## src/rtl/mem_arb_pkg.sv

```systemverilog
// Shared constants for the DRAM port arbiter: FSM state encoding and default sizes.
package mem_arb_pkg;

  localparam int N_REQ_DEF  = 4;
  localparam int ADDR_W_DEF = 16;
  localparam int DATA_W_DEF = 8;

  typedef logic [1:0] state_t;

  localparam state_t ST_IDLE   = 2'd0;
  localparam state_t ST_ACCESS = 2'd1;
  localparam state_t ST_RESP   = 2'd2;

endpackage

```

## src/rtl/mem_port_arbiter_if.sv

```systemverilog
// Requester-side and DRAM-side signal bundle of the port arbiter.
interface mem_port_arbiter_if #(
  parameter int N_REQ  = 4,
  parameter int ADDR_W = 16,
  parameter int DATA_W = 8
);
  logic [N_REQ-1:0]        req;
  logic [N_REQ-1:0]        we;
  logic [N_REQ*ADDR_W-1:0] addr;
  logic [N_REQ*DATA_W-1:0] wdata;
  logic [N_REQ-1:0]        lock;
  logic [N_REQ-1:0]        gnt;
  logic [N_REQ-1:0]        ack;
  logic [N_REQ-1:0]        rvalid;
  logic [DATA_W-1:0]       rdata;
  logic [ADDR_W-1:0]       mem_addr;
  logic [DATA_W-1:0]       mem_wdata;
  logic                    mem_rden;
  logic                    mem_wren;
  logic [DATA_W-1:0]       mem_q;

  modport slave (
    input  req, we, addr, wdata, lock, mem_q,
    output gnt, ack, rvalid, rdata, mem_addr, mem_wdata, mem_rden, mem_wren
  );

  modport master (
    output req, we, addr, wdata, lock, mem_q,
    input  gnt, ack, rvalid, rdata, mem_addr, mem_wdata, mem_rden, mem_wren
  );
endinterface

```

## src/rtl/rr_priority_select.sv

```systemverilog
// Combinational round-robin pick: first set request scanning upward from ptr, wrapping.
module rr_priority_select #(
  parameter int N_REQ = 4,
  parameter int IW    = $clog2(N_REQ)
) (
  input  logic [N_REQ-1:0] req,
  input  logic [IW-1:0]    ptr,
  output logic [N_REQ-1:0] gnt,
  output logic [IW-1:0]    idx,
  output logic             any
);
  logic [IW-1:0] cand;

  always_comb begin
    gnt  = '0;
    idx  = '0;
    any  = 1'b0;
    cand = '0;
    for (int i = 0; i < N_REQ; i++) begin
      cand = IW'((int'(ptr) + i) % N_REQ);
      if (!any && req[cand]) begin
        any       = 1'b1;
        idx       = cand;
        gnt[cand] = 1'b1;
      end
    end
  end
endmodule

```

## src/rtl/mem_port_arbiter.sv

```systemverilog
// Round-robin arbiter sharing one single-port DRAM among N_REQ requesters (IDLE->ACCESS->RESP).
// Define LOCK_EN to let the owner chain back-to-back accesses by holding lock with req in RESP.
module mem_port_arbiter
  import mem_arb_pkg::*;
#(
  parameter int N_REQ  = N_REQ_DEF,
  parameter int ADDR_W = ADDR_W_DEF,
  parameter int DATA_W = DATA_W_DEF
) (
  input logic          i_clk,
  input logic          i_rst,
  mem_port_arbiter_if.slave bus
);
  localparam int IW = $clog2(N_REQ);

  state_t            state;
  logic [IW-1:0]     ptr;
  logic [IW-1:0]     own;
  logic [N_REQ-1:0]  gnt_r;
  logic              we_l;
  logic [ADDR_W-1:0] addr_l;
  logic [DATA_W-1:0] wdata_l;
  logic [DATA_W-1:0] rdata_hold;

  logic [N_REQ-1:0]  sel_gnt;
  logic [IW-1:0]     sel_idx;
  logic              sel_any;
  logic              relock;

  rr_priority_select #(.N_REQ(N_REQ), .IW(IW)) u_sel (
    .req (bus.req),
    .ptr (ptr),
    .gnt (sel_gnt),
    .idx (sel_idx),
    .any (sel_any)
  );

`ifdef LOCK_EN
  assign relock = bus.lock[own] & bus.req[own];
`else
  logic unused_lock;
  assign unused_lock = ^bus.lock;
  assign relock      = 1'b0;
`endif

  always_ff @(posedge i_clk) begin
    if (i_rst) begin
      state      <= ST_IDLE;
      ptr        <= '0;
      own        <= '0;
      gnt_r      <= '0;
      we_l       <= 1'b0;
      addr_l     <= '0;
      wdata_l    <= '0;
      rdata_hold <= '0;
    end else begin
      case (state)
        ST_IDLE: begin
          if (sel_any) begin
            gnt_r   <= sel_gnt;
            own     <= sel_idx;
            we_l    <= bus.we[sel_idx];
            addr_l  <= bus.addr[sel_idx*ADDR_W +: ADDR_W];
            wdata_l <= bus.wdata[sel_idx*DATA_W +: DATA_W];
            state   <= ST_ACCESS;
          end
        end
        ST_ACCESS: begin
          // Re-assigning own+1 on a locked re-access leaves ptr unchanged.
          ptr   <= (own == IW'(N_REQ - 1)) ? '0 : own + 1'b1;
          state <= ST_RESP;
        end
        ST_RESP: begin
          if (!we_l) rdata_hold <= bus.mem_q;
          if (relock) begin
            we_l    <= bus.we[own];
            addr_l  <= bus.addr[own*ADDR_W +: ADDR_W];
            wdata_l <= bus.wdata[own*DATA_W +: DATA_W];
            state   <= ST_ACCESS;
          end else begin
            gnt_r <= '0;
            state <= ST_IDLE;
          end
        end
        default: state <= ST_IDLE;
      endcase
    end
  end

  // ---- output stage: DRAM strobes in ACCESS, ack/read data in RESP ----
  assign bus.gnt       = gnt_r;
  assign bus.ack       = (state == ST_RESP) ? gnt_r : '0;
  assign bus.rvalid    = (state == ST_RESP && !we_l) ? gnt_r : '0;
  assign bus.rdata     = (state == ST_RESP && !we_l) ? bus.mem_q : rdata_hold;
  assign bus.mem_addr  = addr_l;
  assign bus.mem_wdata = wdata_l;
  assign bus.mem_rden  = (state == ST_ACCESS) && !we_l;
  assign bus.mem_wren  = (state == ST_ACCESS) && we_l;

endmodule
```

## src/flat_wrapper.sv

```systemverilog
// flat-port wrapper written by rule: the top's interface ports become plain ports
module mem_port_arbiter_flat import mem_arb_pkg::*;
#(
  parameter int N_REQ  = N_REQ_DEF,
  parameter int ADDR_W = ADDR_W_DEF,
  parameter int DATA_W = DATA_W_DEF
)
  (i_clk, i_rst, bus_req, bus_we, bus_addr, bus_wdata, bus_lock, bus_mem_q, bus_gnt, bus_ack, bus_rvalid, bus_rdata, bus_mem_addr, bus_mem_wdata, bus_mem_rden, bus_mem_wren);
  mem_port_arbiter_if #(.N_REQ(N_REQ), .ADDR_W(ADDR_W), .DATA_W(DATA_W)) bus_i ();
  input logic i_clk;
  input logic i_rst;
  input wire logic [$bits(bus_i.req)-1:0] bus_req;
  input wire logic [$bits(bus_i.we)-1:0] bus_we;
  input wire logic [$bits(bus_i.addr)-1:0] bus_addr;
  input wire logic [$bits(bus_i.wdata)-1:0] bus_wdata;
  input wire logic [$bits(bus_i.lock)-1:0] bus_lock;
  input wire logic [$bits(bus_i.mem_q)-1:0] bus_mem_q;
  output wire logic [$bits(bus_i.gnt)-1:0] bus_gnt;
  output wire logic [$bits(bus_i.ack)-1:0] bus_ack;
  output wire logic [$bits(bus_i.rvalid)-1:0] bus_rvalid;
  output wire logic [$bits(bus_i.rdata)-1:0] bus_rdata;
  output wire logic [$bits(bus_i.mem_addr)-1:0] bus_mem_addr;
  output wire logic [$bits(bus_i.mem_wdata)-1:0] bus_mem_wdata;
  output wire logic [$bits(bus_i.mem_rden)-1:0] bus_mem_rden;
  output wire logic [$bits(bus_i.mem_wren)-1:0] bus_mem_wren;
  assign bus_i.req = bus_req;
  assign bus_i.we = bus_we;
  assign bus_i.addr = bus_addr;
  assign bus_i.wdata = bus_wdata;
  assign bus_i.lock = bus_lock;
  assign bus_i.mem_q = bus_mem_q;
  assign bus_gnt = bus_i.gnt;
  assign bus_ack = bus_i.ack;
  assign bus_rvalid = bus_i.rvalid;
  assign bus_rdata = bus_i.rdata;
  assign bus_mem_addr = bus_i.mem_addr;
  assign bus_mem_wdata = bus_i.mem_wdata;
  assign bus_mem_rden = bus_i.mem_rden;
  assign bus_mem_wren = bus_i.mem_wren;
  mem_port_arbiter #(.N_REQ(N_REQ), .ADDR_W(ADDR_W), .DATA_W(DATA_W)) u_core (.i_clk(i_clk), .i_rst(i_rst), .bus(bus_i));
endmodule
```

## config.mk

```make
export PLATFORM = sky130hd
export DESIGN_NAME = mem_port_arbiter_flat
export DESIGN_NICKNAME = d
export VERILOG_FILES = /design/src/rtl/mem_arb_pkg.sv /design/src/rtl/mem_port_arbiter_if.sv /design/src/rtl/rr_priority_select.sv /design/src/rtl/mem_port_arbiter.sv /design/src/flat_wrapper.sv
export SDC_FILE = /design/constraint.sdc
export NUM_CORES = 1
export LEC_CHECK = 0
export BUFFER_PORTS_ARGS = -buffer_cell sky130_fd_sc_hd__buf_2
export CAP_MARGIN = 20
export CELL_PAD_IN_SITES_DETAIL_PLACEMENT = 0
export CELL_PAD_IN_SITES_GLOBAL_PLACEMENT = 1
export CORE_AREA = 4 4 97 99
export CTS_CLUSTER_SIZE = 24
export DETAILED_ROUTE_END_ITERATION = 10
export DIE_AREA = 0 0 101 103
export MAX_ROUTING_LAYER = met4
export PLACE_DENSITY = 0.79
export SYNTH_ARGS = -nofsm -noshare
export SYNTH_HDL_FRONTEND = slang
export SYNTH_HIERARCHICAL = 1
export SYNTH_SLANG_ARGS = --single-unit
```

## constraint.sdc

```tcl
create_clock -name i_clk -period 3.4 [get_ports i_clk]
set_input_delay 0.85 -clock i_clk [delete_from_list [all_inputs] [get_ports i_clk]]
set_output_delay 0.85 -clock i_clk [all_outputs]
set_load 0.01 [all_outputs]
```

* Word level (Yosys, flattened, before mapping)
Cells that the tools add are included.
** Operators by class
- $add $sub $neg :: 4
- Multiply operators :: 0
- Divide/modulo/power cells :: 0
- Order comparisons :: 9
- Eq/ne operators :: 4
- Shift-type cells :: 2
- Muxes and demuxes :: 38
- Bitwise operators :: 4
- Reduce and logical (&&, ||, !) cells :: 19
** Operators by type and width (count)
- $shiftx 64x7->16 :: 1
- $shiftx 32x6->8 :: 1
- $mux 4 :: 7
- $lt 2x3->1 const B :: 5
- $mux 1 :: 13
- $mux 2 :: 6
- $or 4x4->4 :: 3
- $bmux 1 s2 :: 5
- $logic_and 1x1->1 :: 10
- $demux 1 s2 :: 4
- $ge 2x1->1 const B :: 4
- $mux 8 :: 1
- $pmux 4 s2 :: 1
- $reduce_and 2->1 :: 3
- $add 2x1->2 const B :: 2
- $add 2x2->2 const B :: 2
- $eq 2x2->1 const B :: 2
- $logic_not 1->1 :: 4
- $pmux 2 s2 :: 1
- $eq 2x1->1 const B :: 1
- $logic_not 2->1 :: 1
- $ne 2x1->1 const B :: 1
- $reduce_bool 2->1 :: 1
- $not 1->1 :: 1
** Word-level totals
- Register bits after elaboration :: 43
- Bits in latches :: 0
- Memory bits (writable) :: 0
- Bits in read-only memories :: 0
- Input port bits :: 118
- Output and inout bits :: 46
- Logic and storage cells :: 88
- Memories kept :: 0

* Longest topological paths before layout
Gate-level depths: netlist of the first run.
- Word-level depth :: 14
- Gate-level depth with buffers :: 12
- Mapped depth without buffers :: 9

* Cells and area by module
The synthesis of the first run kept the hierarchy.
** Modules (own cells, without submodules)
- mem_port_arbiter :: instances 1, cells an instance 171, area an instance 2232.1 µm², sequential area each 860.8 µm²
- rr_priority_select :: instances 1, cells an instance 45, area an instance 422.9 µm², sequential area each 0.0 µm²

* Worst setup path before layout of the first run
No wires, ideal clock.
- Path kind :: input -> register
- Start point :: input bus_req[2]
- End point :: register u_core.addr_l[0] (netlist: u_core/bus.mem_addr[0])
- Setup time :: 0.117 ns
- Arrival time :: 2.950 ns
- Required time :: 3.283 ns
- Path slack :: 0.334 ns
- Stages on the path :: 8
- Buffers on the path :: 3
- Cells stage by stage :: mux4_2 buf_6 o311ai_0 a32o_1 buf_2 clkbuf_1 mux4_2 a22o_1
** Between the ends
- Longest elaborated chain between the ends :: 13
- Elaborated cells on any way between the ends :: 24
- Those cells by class :: shift: 1; mux: 16; reduce/logical: 7
** Ends and longest elaborated chain
- start, declared :: RTL line flat_wrapper.sv:12 : input wire logic [$bits(bus_i.req)-1:0] bus_req;
- $bmux 1 s2 :: RTL line rr_priority_select.sv:21 : if (!any && req[cand]) begin
- $mux 1 (not written as such) :: RTL line rr_priority_select.sv:21
- $mux 1 :: RTL line rr_priority_select.sv:21
- $logic_not 1->1 :: RTL line rr_priority_select.sv:21
- $logic_and 1x1->1 :: RTL line rr_priority_select.sv:21
- $mux 1 :: RTL line rr_priority_select.sv:21
- $logic_not 1->1 :: RTL line rr_priority_select.sv:21
- $logic_and 1x1->1 :: RTL line rr_priority_select.sv:21
- $mux 1 :: RTL line rr_priority_select.sv:21
- $logic_not 1->1 :: RTL line rr_priority_select.sv:21
- $logic_and 1x1->1 :: RTL line rr_priority_select.sv:21
- $mux 2 (*) :: RTL line rr_priority_select.sv:21
- named net u_core.sel_idx[1] :: RTL line mem_port_arbiter.sv:26 : logic [IW-1:0] sel_idx;
- $shiftx 64x7->16 (*) :: RTL line mem_port_arbiter.sv:63 : addr_l <= bus.addr[sel_idx*ADDR_W +: ADDR_W];
- end signal, assigned :: RTL line mem_port_arbiter.sv:63
- end signal, assigned :: RTL line mem_port_arbiter.sv:77 : addr_l <= bus.addr[own*ADDR_W +: ADDR_W];
- end, declared :: RTL line mem_port_arbiter.sv:21 : logic [ADDR_W-1:0] addr_l;
Mark *: on every way through the listed nets, which the timed path passes. The rest lies on a longest branch. The select of a mux whose other input is x is not followed.
A chain may end at the register's enable or synchronous reset.

* Worst setup path after layout of the first run
- Start point :: register u_core.ptr[0]
- End point :: register u_core.addr_l[14] (netlist: u_core/bus.mem_addr[14])
** Between the ends
- Longest elaborated chain between the ends :: 13
- Elaborated cells on any way between the ends :: 27
- Those cells by class :: add/sub: 3; shift: 1; mux: 16; reduce/logical: 7
** Ends and longest elaborated chain
- start, declared :: RTL line mem_port_arbiter.sv:17 : logic [IW-1:0] ptr;
- start signal, assigned :: RTL line mem_port_arbiter.sv:70 : ptr <= (own == IW'(N_REQ - 1)) ? '0 : own + 1'b1;
- parallel branches: the longest is 11 deep, another holds $add 2x1->2
- $mux 2 (*) :: RTL line rr_priority_select.sv:21
- named net u_core.sel_idx[0] :: RTL line mem_port_arbiter.sv:26
- $shiftx 64x7->16 (*) :: RTL line mem_port_arbiter.sv:63
Mark *: on every way through the listed nets, which the timed path passes. The select of a mux whose other input is x is not followed.

==> run_summary.xml, run 1 <==
<?xml version="1.0" encoding="UTF-8"?>
<metrics>
  <group name="pwr">
    <metric name="irDropWorstVdd" unit="uV">215</metric>
    <metric name="switching_share" unit="%">34.7</metric>
    <metric name="proportion_of_power_drawn_by_flip_flops_and_latches" unit="%">34.5</metric>
    <metric name="p_comb_share" unit="%">50.2</metric>
    <metric name="p_leak" unit="nW">1.75</metric>
    <metric name="switching_power" unit="W">0.000698</metric>
    <metric name="power.density_cell_area" unit="nW/um2">552</metric>
    <metric name="internal_power" unit="W">0.00132</metric>
    <metric name="power_frac_clock" unit="%">15.3</metric>
    <metric name="power" unit="W">0.00201</metric>
  </group>
  <group name="synth">
    <metric name="seq_area_frac_synth" unit="%">32.4</metric>
    <metric name="synthesis.area" unit="um2">2660</metric>
    <metric name="synth-compound-area-share" unit="%">14.7</metric>
    <metric name="area_contributors_post_synth" unit="">dfxtp_1 32%, mux4_2 22%, a22o_1 8.2%, buf_6 3.4%, mux2_4 3.4%</metric>
    <metric name="synth_top_family_by_area" unit="">multiplexers</metric>
    <metric name="synthesized_area_divided_by_synthesized_cell_count" unit="um2">12.3</metric>
    <metric name="ys_types" unit="">35</metric>
    <metric name="arithmetic_cell_share_of_the_synthesized_area_counting_full_adders_half_adders_and_majority_gates" unit="%">2.83</metric>
    <metric name="synth.ff_latch_count" unit="">43</metric>
    <metric name="synthCells" unit="">216</metric>
    <metric name="yosys_warnings" unit="">6</metric>
    <metric name="mux_contribution_to_synthesized_area" unit="%">32.0</metric>
    <metric name="post_synth_and_or_nand_nor_area_fraction" unit="%">12.2</metric>
    <metric name="synth_area_leader_cell" unit="">dfxtp_1</metric>
    <metric name="synthXorXnorAreaFrac" unit="%">0</metric>
    <metric name="synth_top_area_share" unit="%">32.4</metric>
    <metric name="synth_nets" unit="">340</metric>
  </group>
  <group name="detailed_routing">
    <metric name="avgViaCountPerCell" unit="">4.90</metric>
    <metric name="routed_length_on_met2" unit="mm">3.65</metric>
    <metric name="drcViolationCount" unit="">0</metric>
    <metric name="dr_total_vias" unit="">2373</metric>
    <metric name="detail_route.iter0.violations" unit="">90</metric>
    <metric name="detailroute.wirelength.met3" unit="um">617</metric>
    <metric name="final_antenna_net_count" unit="">0</metric>
    <metric name="top_layer_used" unit="">met4</metric>
    <metric name="finalWirelength" unit="mm">7.20</metric>
    <metric name="routed_wire_length_per_instance" unit="um">14.9</metric>
    <metric name="dr.pass1.iters" unit="">4</metric>
    <metric name="drt-met1-wl" unit="mm">2.88</metric>
  </group>
  <group name="timing">
    <metric name="final_max_slew_viol_count" unit="">0</metric>
    <metric name="worst_slew_pin_slew" unit="ns">0.633</metric>
    <metric name="finish_stage_setup_viols" unit="">0</metric>
    <metric name="hold_ws" unit="ns">0.476</metric>
    <metric name="finalCriticalPeriod" unit="ns">3.04</metric>
    <metric name="setup_total_negative_slack" unit="ns">0</metric>
    <metric name="timing.clock.skew" unit="ns">0.00437</metric>
    <metric name="fin_crit_sh" unit="%">89.5</metric>
    <metric name="max_slew_margin" unit="%">57.7</metric>
    <metric name="peak_freq" unit="GHz">0.329</metric>
    <metric name="hold_violations" unit="">0</metric>
    <metric name="rsz0062_at_grt" unit="">no</metric>
  </group>
  <group name="floorplan">
    <metric name="pin_count" unit="">164</metric>
    <metric name="design.core.area" unit="um2">8550</metric>
    <metric name="fp.dieW" unit="um">101</metric>
    <metric name="core.rowCount" unit="">34</metric>
    <metric name="initial_core_util" unit="%">31.1</metric>
    <metric name="die_height" unit="um">103</metric>
    <metric name="die_area" unit="um2">10400</metric>
  </group>
  <group name="finish">
    <metric name="multiInputGateArea" unit="um2">1650</metric>
    <metric name="layout.cell_area.non_filler" unit="um2">3650</metric>
    <metric name="area_growth" unit="%">37.5</metric>
    <metric name="final_layout_size_suffix_gt1_share" unit="%">58.0</metric>
    <metric name="total_number_of_nets_in_the_final_design" unit="">499</metric>
    <metric name="final_common_cell" unit="">buf_2</metric>
    <metric name="fill_cells" unit="">836</metric>
    <metric name="num_antenna_cells" unit="">0</metric>
    <metric name="layout.cells.most_common_list" unit="">159 x buf_2, 43 x dfxtp_1, 26 x mux4_2, 25 x a22o_1, 11 x nor2_1</metric>
    <metric name="core_utilization_of_the_finished_layout" unit="%">42.7</metric>
    <metric name="layout.area.seq" unit="um2">861</metric>
  </group>
  <group name="worst_setup_path">
    <metric name="critical_path.max_fanout" unit="">26</metric>
    <metric name="slowest_stage" unit="">dfxtp_1</metric>
    <metric name="critPathKind" unit="">reg2reg</metric>
    <metric name="reg2reg_depth" unit="">9</metric>
    <metric name="crit_arrival" unit="ns">3.22</metric>
    <metric name="worstSetupStartpointType" unit="">flop</metric>
    <metric name="critPathMaxStageDelay" unit="ns">0.56</metric>
    <metric name="worstPathRequired" unit="ns">3.58</metric>
    <metric name="critPathCaptureType" unit="">flop</metric>
    <metric name="cp_cell_sequence" unit="">inv_1 &gt; ha_1 &gt; mux4_2 &gt; and2b_2 &gt; o21ai_0 &gt; o31ai_4 &gt; buf_12 &gt; mux4_2 &gt; a22o_1</metric>
    <metric name="crit_top_cell" unit="">mux4_2</metric>
    <metric name="r2r_setup_slack" unit="ns">0.36</metric>
  </group>
  <group name="grt">
    <metric name="grt_start_max_net_pins" unit="">27</metric>
    <metric name="number_of_antenna_violations_at_the_first_check_in_global_routing" unit="">0</metric>
    <metric name="global_route_wire_length_before_repair" unit="mm">11.0</metric>
    <metric name="global_route_total_overflow" unit="">0</metric>
    <metric name="first_global_vias" unit="">2367</metric>
    <metric name="track_usage" unit="%">13.7</metric>
  </group>
  <group name="placement">
    <metric name="placed_cell_area" unit="um2">3570</metric>
    <metric name="gp_routability_congestion" unit="">0.742</metric>
    <metric name="dpl_wire_length" unit="mm">5.88</metric>
    <metric name="port_buffers" unit="">159</metric>
  </group>
  <group name="min_path">
    <metric name="timing.hold.worst.class" unit="">reg2reg</metric>
    <metric name="hold_path_depth" unit="">1</metric>
  </group>
  <group name="flow_run">
    <metric name="max_cap_violations" unit="">0</metric>
  </group>
  <group name="clock_network">
    <metric name="numCtsBuffers" unit="">5</metric>
    <metric name="clock-sinks" unit="">43</metric>
    <metric name="postCtsSetupBuffers" unit="">0</metric>
    <metric name="cts.reportedPaths.clkPinSlew" unit="ns">0.07</metric>
    <metric name="cts.hold.buffers_added" unit="">0</metric>
    <metric name="clock-root-buffer" unit="">clkbuf_8</metric>
    <metric name="cts_repair_resize_count" unit="">0</metric>
    <metric name="insertion_delay" unit="ns">0.28</metric>
    <metric name="max-clock-path-buffers" unit="">2</metric>
    <metric name="ctsHtreeMaxLevel" unit="">2</metric>
    <metric name="tritoncts_clock_tree" unit="">done</metric>
  </group>
  <group name="run_status">
    <metric name="outcome" unit="">complete, no violations</metric>
  </group>
</metrics>
metal layers:
| layer | global-route usage [%] | vias up |
|---|---|---|
| li1 | - | 1153 |
| met1 | 16.5 | 1092 |
| met2 | 23.9 | 123 |
| met3 | 2.44 | 5 |
| met4 | 3.17 | 0 |
| met5 | - | - |
synthesized netlist by cell type:
cell and instances:
dfxtp_1 43, mux4_2 26, a22o_1 25, nor2_1 11, a22oi_1 8, and2_1 8
buf_6 8, and2b_1 7, ha_1 6, mux2_4 6, o21ai_0 6, a21oi_1 5
buf_2 5, inv_1 5, mux2i_1 5, nand2_1 5, nand2b_1 5, mux2_2 4
a21o_1 3, clkbuf_1 3, mux4_1 3, nand3b_1 3, nor2b_1 3, nor3b_4 2
a32o_1 1, and2b_2 1, buf_1 1, buf_4 1, nor2_2 1, nor3_1 1
nor4_1 1, nor4b_4 1, o211ai_1 1, o311ai_0 1, o31ai_1 1
cell type report:
type	count	area share, %
clock buffers	7	2.09
clock inverters	1	0.137
inverters	5	0.514
multi-input cells	150	45.2
flip-flops and latches	43	23.6
well taps	108	3.70
repair buffers	170	24.7
power by group through the flow:
stage	Clock (W)	Sequential (W)	Combinational [W]
finish	0.000309	0.000695	0.00101
CTS	0.000329	0.000696	0.00103
detailed placement	0	0.000703	0.00103
global placement	0	0.000702	0.00101
floorplan	0	0.000733	0.000695
global route	0.000348	0.000711	0.00110
sequential cells by signal, summed over array words and instances, names as in the netlist:
register,count
u_core/bus.gnt,4
u_core/bus.mem_addr,16
u_core/bus.mem_wdata,8
u_core/own,2
u_core/ptr,2
u_core/rdata_hold,8
u_core/state,2
u_core/we_l,1
logic make-up (layout without fill, tap and decap cells):
logic type,Yosys count,count (layout)
AO/OA/AOI/OAI,51,51
AND/OR/NAND/NOR,49,49
multiplexers,44,44
flip-flops,43,43
buffers and inverters,23,183
adder cells (fa/ha/maj),6,6
path summary, 6_finish.rpt:
kind	endpoint	start
max	u_core/bus.mem_addr[14]	u_core/ptr[0]
min	u_core/bus.mem_addr[14]	u_core/bus.mem_addr[14]
max reg2reg	u_core/bus.mem_addr[14]	u_core/ptr[0]
min reg2reg	u_core/bus.mem_addr[14]	u_core/bus.mem_addr[14]
worst max-delay path: cells and delay by family, from the launching register on:
kind	cells	cell delay [ns]
flip-flops	1	0.56
AO/OA/AOI/OAI	3	0.49
multiplexers	2	0.84
buffers and inverters	2	0.39
adder cells (fa/ha/maj)	1	0.38
AND/OR/NAND/NOR	1	0.28
per-stage QoR:
stage               std cells  setup WS [ns]
finish                    484          0.359
global route              484          0.141
CTS                       484          0.330
detailed placement        476         0.0995
global placement          476          0.150
floorplan                 216          0.334
No activity file was read; power rests on OpenSTA's default activity.
==> run 2, diff against run 1 <==
CELL_PAD_IN_SITES_DETAIL_PLACEMENT = unset   (was 0)
CELL_PAD_IN_SITES_GLOBAL_PLACEMENT = unset   (was 1)
CORE_AREA = 4 4 84 86   (was 4 4 97 99)
DIE_AREA = 0 0 88 90   (was 0 0 101 103)
==> run 2 against run 1 <==
- register-to-register slack got worse by 0.07 ns
- combinational power barely moved
- clock skew barely moved
==> run_summary.xml, run 2 (synthesis gave the netlist of run 1 again) <==
<?xml version="1.0" encoding="UTF-8"?>
<metrics>
  <group name="placement">
    <metric name="dpl_wire_length" unit="mm">5.89</metric>
    <metric name="port_buffers" unit="">159</metric>
    <metric name="gp_routability_congestion" unit="">0.888</metric>
    <metric name="preCtsSetupSlack" unit="ns">0.131</metric>
  </group>
  <group name="floorplan">
    <metric name="pin_count" unit="">164</metric>
    <metric name="core.rowCount" unit="">29</metric>
    <metric name="die_area" unit="um2">7920</metric>
    <metric name="die_height" unit="um">90</metric>
    <metric name="design.core.area" unit="um2">6280</metric>
    <metric name="initial_core_util" unit="%">42.3</metric>
    <metric name="fp.dieW" unit="um">88</metric>
  </group>
  <group name="timing">
    <metric name="max_slew_margin" unit="%">58.8</metric>
    <metric name="fin_crit_sh" unit="%">91.6</metric>
    <metric name="setup_total_negative_slack" unit="ns">0</metric>
    <metric name="hold_ws" unit="ns">0.481</metric>
    <metric name="hold_violations" unit="">0</metric>
    <metric name="final_max_slew_viol_count" unit="">0</metric>
    <metric name="worst_slew_pin_slew" unit="ns">0.618</metric>
    <metric name="rsz0062_at_grt" unit="">no</metric>
    <metric name="timing.clock.skew" unit="ns">0.00466</metric>
    <metric name="layout_setup_ws" unit="ns">0.286</metric>
    <metric name="finish_stage_setup_viols" unit="">0</metric>
    <metric name="finalCriticalPeriod" unit="ns">3.11</metric>
    <metric name="peak_freq" unit="GHz">0.321</metric>
  </group>
  <group name="detailed_routing">
    <metric name="detail_route.iter0.violations" unit="">66</metric>
    <metric name="drcViolationCount" unit="">0</metric>
    <metric name="routed_wire_length_per_instance" unit="um">16.0</metric>
    <metric name="finalWirelength" unit="mm">7.26</metric>
    <metric name="avgViaCountPerCell" unit="">5.32</metric>
    <metric name="dr_total_vias" unit="">2422</metric>
    <metric name="final_antenna_net_count" unit="">0</metric>
    <metric name="dr.pass1.iters" unit="">4</metric>
  </group>
  <group name="clock_network">
    <metric name="numCtsBuffers" unit="">5</metric>
    <metric name="ctsHtreeMaxLevel" unit="">2</metric>
    <metric name="clock-root-buffer" unit="">clkbuf_8</metric>
    <metric name="cts.reportedPaths.clkPinSlew" unit="ns">0.09</metric>
    <metric name="clock-sinks" unit="">43</metric>
    <metric name="cts_repair_resize_count" unit="">0</metric>
    <metric name="insertion_delay" unit="ns">0.29</metric>
    <metric name="max-clock-path-buffers" unit="">2</metric>
    <metric name="postCtsSetupBuffers" unit="">0</metric>
    <metric name="cts.hold.buffers_added" unit="">0</metric>
    <metric name="tritoncts_clock_tree" unit="">done</metric>
  </group>
  <group name="worst_setup_path">
    <metric name="worstSetupStartpointType" unit="">flop</metric>
    <metric name="critPathMaxStageDelay" unit="ns">0.57</metric>
    <metric name="cp_cell_sequence" unit="">inv_1 &gt; ha_1 &gt; mux4_2 &gt; buf_4 &gt; nor3_1 &gt; a32o_1 &gt; buf_4 &gt; mux4_2 &gt; a22o_1</metric>
    <metric name="critPathKind" unit="">reg2reg</metric>
    <metric name="slowest_stage" unit="">dfxtp_1</metric>
    <metric name="worst-path-buf-inv" unit="">3</metric>
    <metric name="critical-path-top-delay-family" unit="">multiplexers</metric>
    <metric name="crit_arrival" unit="ns">3.30</metric>
    <metric name="critical_path.max_fanout" unit="">19</metric>
    <metric name="worstPathRequired" unit="ns">3.59</metric>
    <metric name="critPathCaptureType" unit="">flop</metric>
  </group>
  <group name="grt">
    <metric name="first_global_vias" unit="">2513</metric>
    <metric name="global_route_wire_length_before_repair" unit="mm">11.9</metric>
    <metric name="global_route_total_overflow" unit="">0</metric>
    <metric name="grt_start_max_net_pins" unit="">27</metric>
    <metric name="number_of_antenna_violations_at_the_first_check_in_global_routing" unit="">0</metric>
    <metric name="track_usage" unit="%">19.3</metric>
  </group>
  <group name="finish">
    <metric name="core_utilization_of_the_finished_layout" unit="%">58.0</metric>
    <metric name="area_growth" unit="%">37.0</metric>
    <metric name="final_layout_size_suffix_gt1_share" unit="%">58.7</metric>
    <metric name="largest_reg_flops" unit="">16</metric>
    <metric name="num_antenna_cells" unit="">0</metric>
    <metric name="layout.cells.most_common_list" unit="">159 x buf_2, 43 x dfxtp_1, 26 x mux4_2, 25 x a22o_1</metric>
    <metric name="final_common_cell" unit="">buf_2</metric>
    <metric name="total_number_of_nets_in_the_final_design" unit="">501</metric>
  </group>
  <group name="pwr">
    <metric name="power_frac_clock" unit="%">16.1</metric>
    <metric name="irDropWorstVdd" unit="uV">267</metric>
    <metric name="power" unit="W">0.00205</metric>
    <metric name="switching_share" unit="%">35.3</metric>
    <metric name="p_leak" unit="nW">1.76</metric>
    <metric name="proportion_of_power_drawn_by_flip_flops_and_latches" unit="%">34.1</metric>
    <metric name="switching_power" unit="W">0.000723</metric>
    <metric name="power.density_cell_area" unit="nW/um2">563</metric>
    <metric name="p_comb_share" unit="%">49.8</metric>
    <metric name="internal_power" unit="W">0.00133</metric>
  </group>
  <group name="flow_run">
    <metric name="max_cap_violations" unit="">0</metric>
  </group>
  <group name="run_status">
    <metric name="outcome" unit="">complete, no violations</metric>
  </group>
  <group name="min_path">
    <metric name="timing.hold.worst.class" unit="">reg2reg</metric>
  </group>
</metrics>
run 2: cell count changes in the layout (fill, tap and decap cells not counted), sizes merged:
cell / change
buf: +2
clkbuf: -2
inv: +1
clkinv: -1
clkinvlp: +2
run 2: worst register-to-register path, delay by kind of cell, from the launching register on:
kind	cells	cell delay, ns
compound gates	2	0.50
mux	2	0.68
simple gates	1	0.30
buf+inv	3	0.59
flops	1	0.57
fa+ha+maj	1	0.38
run 2: worst paths after layout:
kind / cells past startpoint / endpoint / slack [ns] / start
min: 1 / u_core/bus.mem_addr[12] / 0.48 / u_core/bus.mem_addr[12]
max: 9 / u_core/bus.mem_addr[14] / 0.29 / u_core/ptr[0]
min reg2reg: 1 / u_core/bus.mem_addr[12] / 0.48 / u_core/bus.mem_addr[12]
max reg2reg: 9 / u_core/bus.mem_addr[14] / 0.29 / u_core/ptr[0]
run 2: cell type report:
| cell class | instances | area, um2 |
|---|---|---|
| clock buffers | 5 | 68.8 |
| well taps | 77 | 96.3 |
| clock inverters | 3 | 23.8 |
| multi-input cells | 150 | 1650 |
| flip-flops and latches | 43 | 861 |
| inverters | 5 | 18.8 |
| repair buffers | 172 | 918 |
| fillers | 544 | 2640 |
run 2: power by group through the flow:
stage | clock network, W | logic, W | registers, W
finish | 0.000329 | 0.00102 | 0.000698
global route | 0.000365 | 0.00112 | 0.000715
CTS | 0.000344 | 0.00103 | 0.000698
detailed placement | 0 | 0.00103 | 0.000705
global placement | 0 | 0.000997 | 0.000702
floorplan | 0 | 0.000695 | 0.000733
run 2: layer usage:
layer,routed length [um],track usage (%),share of wire [%],up-vias
met5,0,-,0,-
met4,121,7.42,1.7,0
met3,570,3.20,7.9,12
met2,3690,32.1,51,127
met1,2880,23.0,40,1123
li1,-,-,-,1160
run 2: metrics by stage:
| stage | cell area, um2 | cells |
|---|---|---|
| 6_report | 3640 | 455 |
| 5_1_grt | 3640 | 455 |
| 4_1_cts | 3640 | 455 |
| 3_5_place_dp | 3550 | 447 |
| 3_3_place_gp | 3550 | 447 |
| 2_1_floorplan | 2660 | 216 |
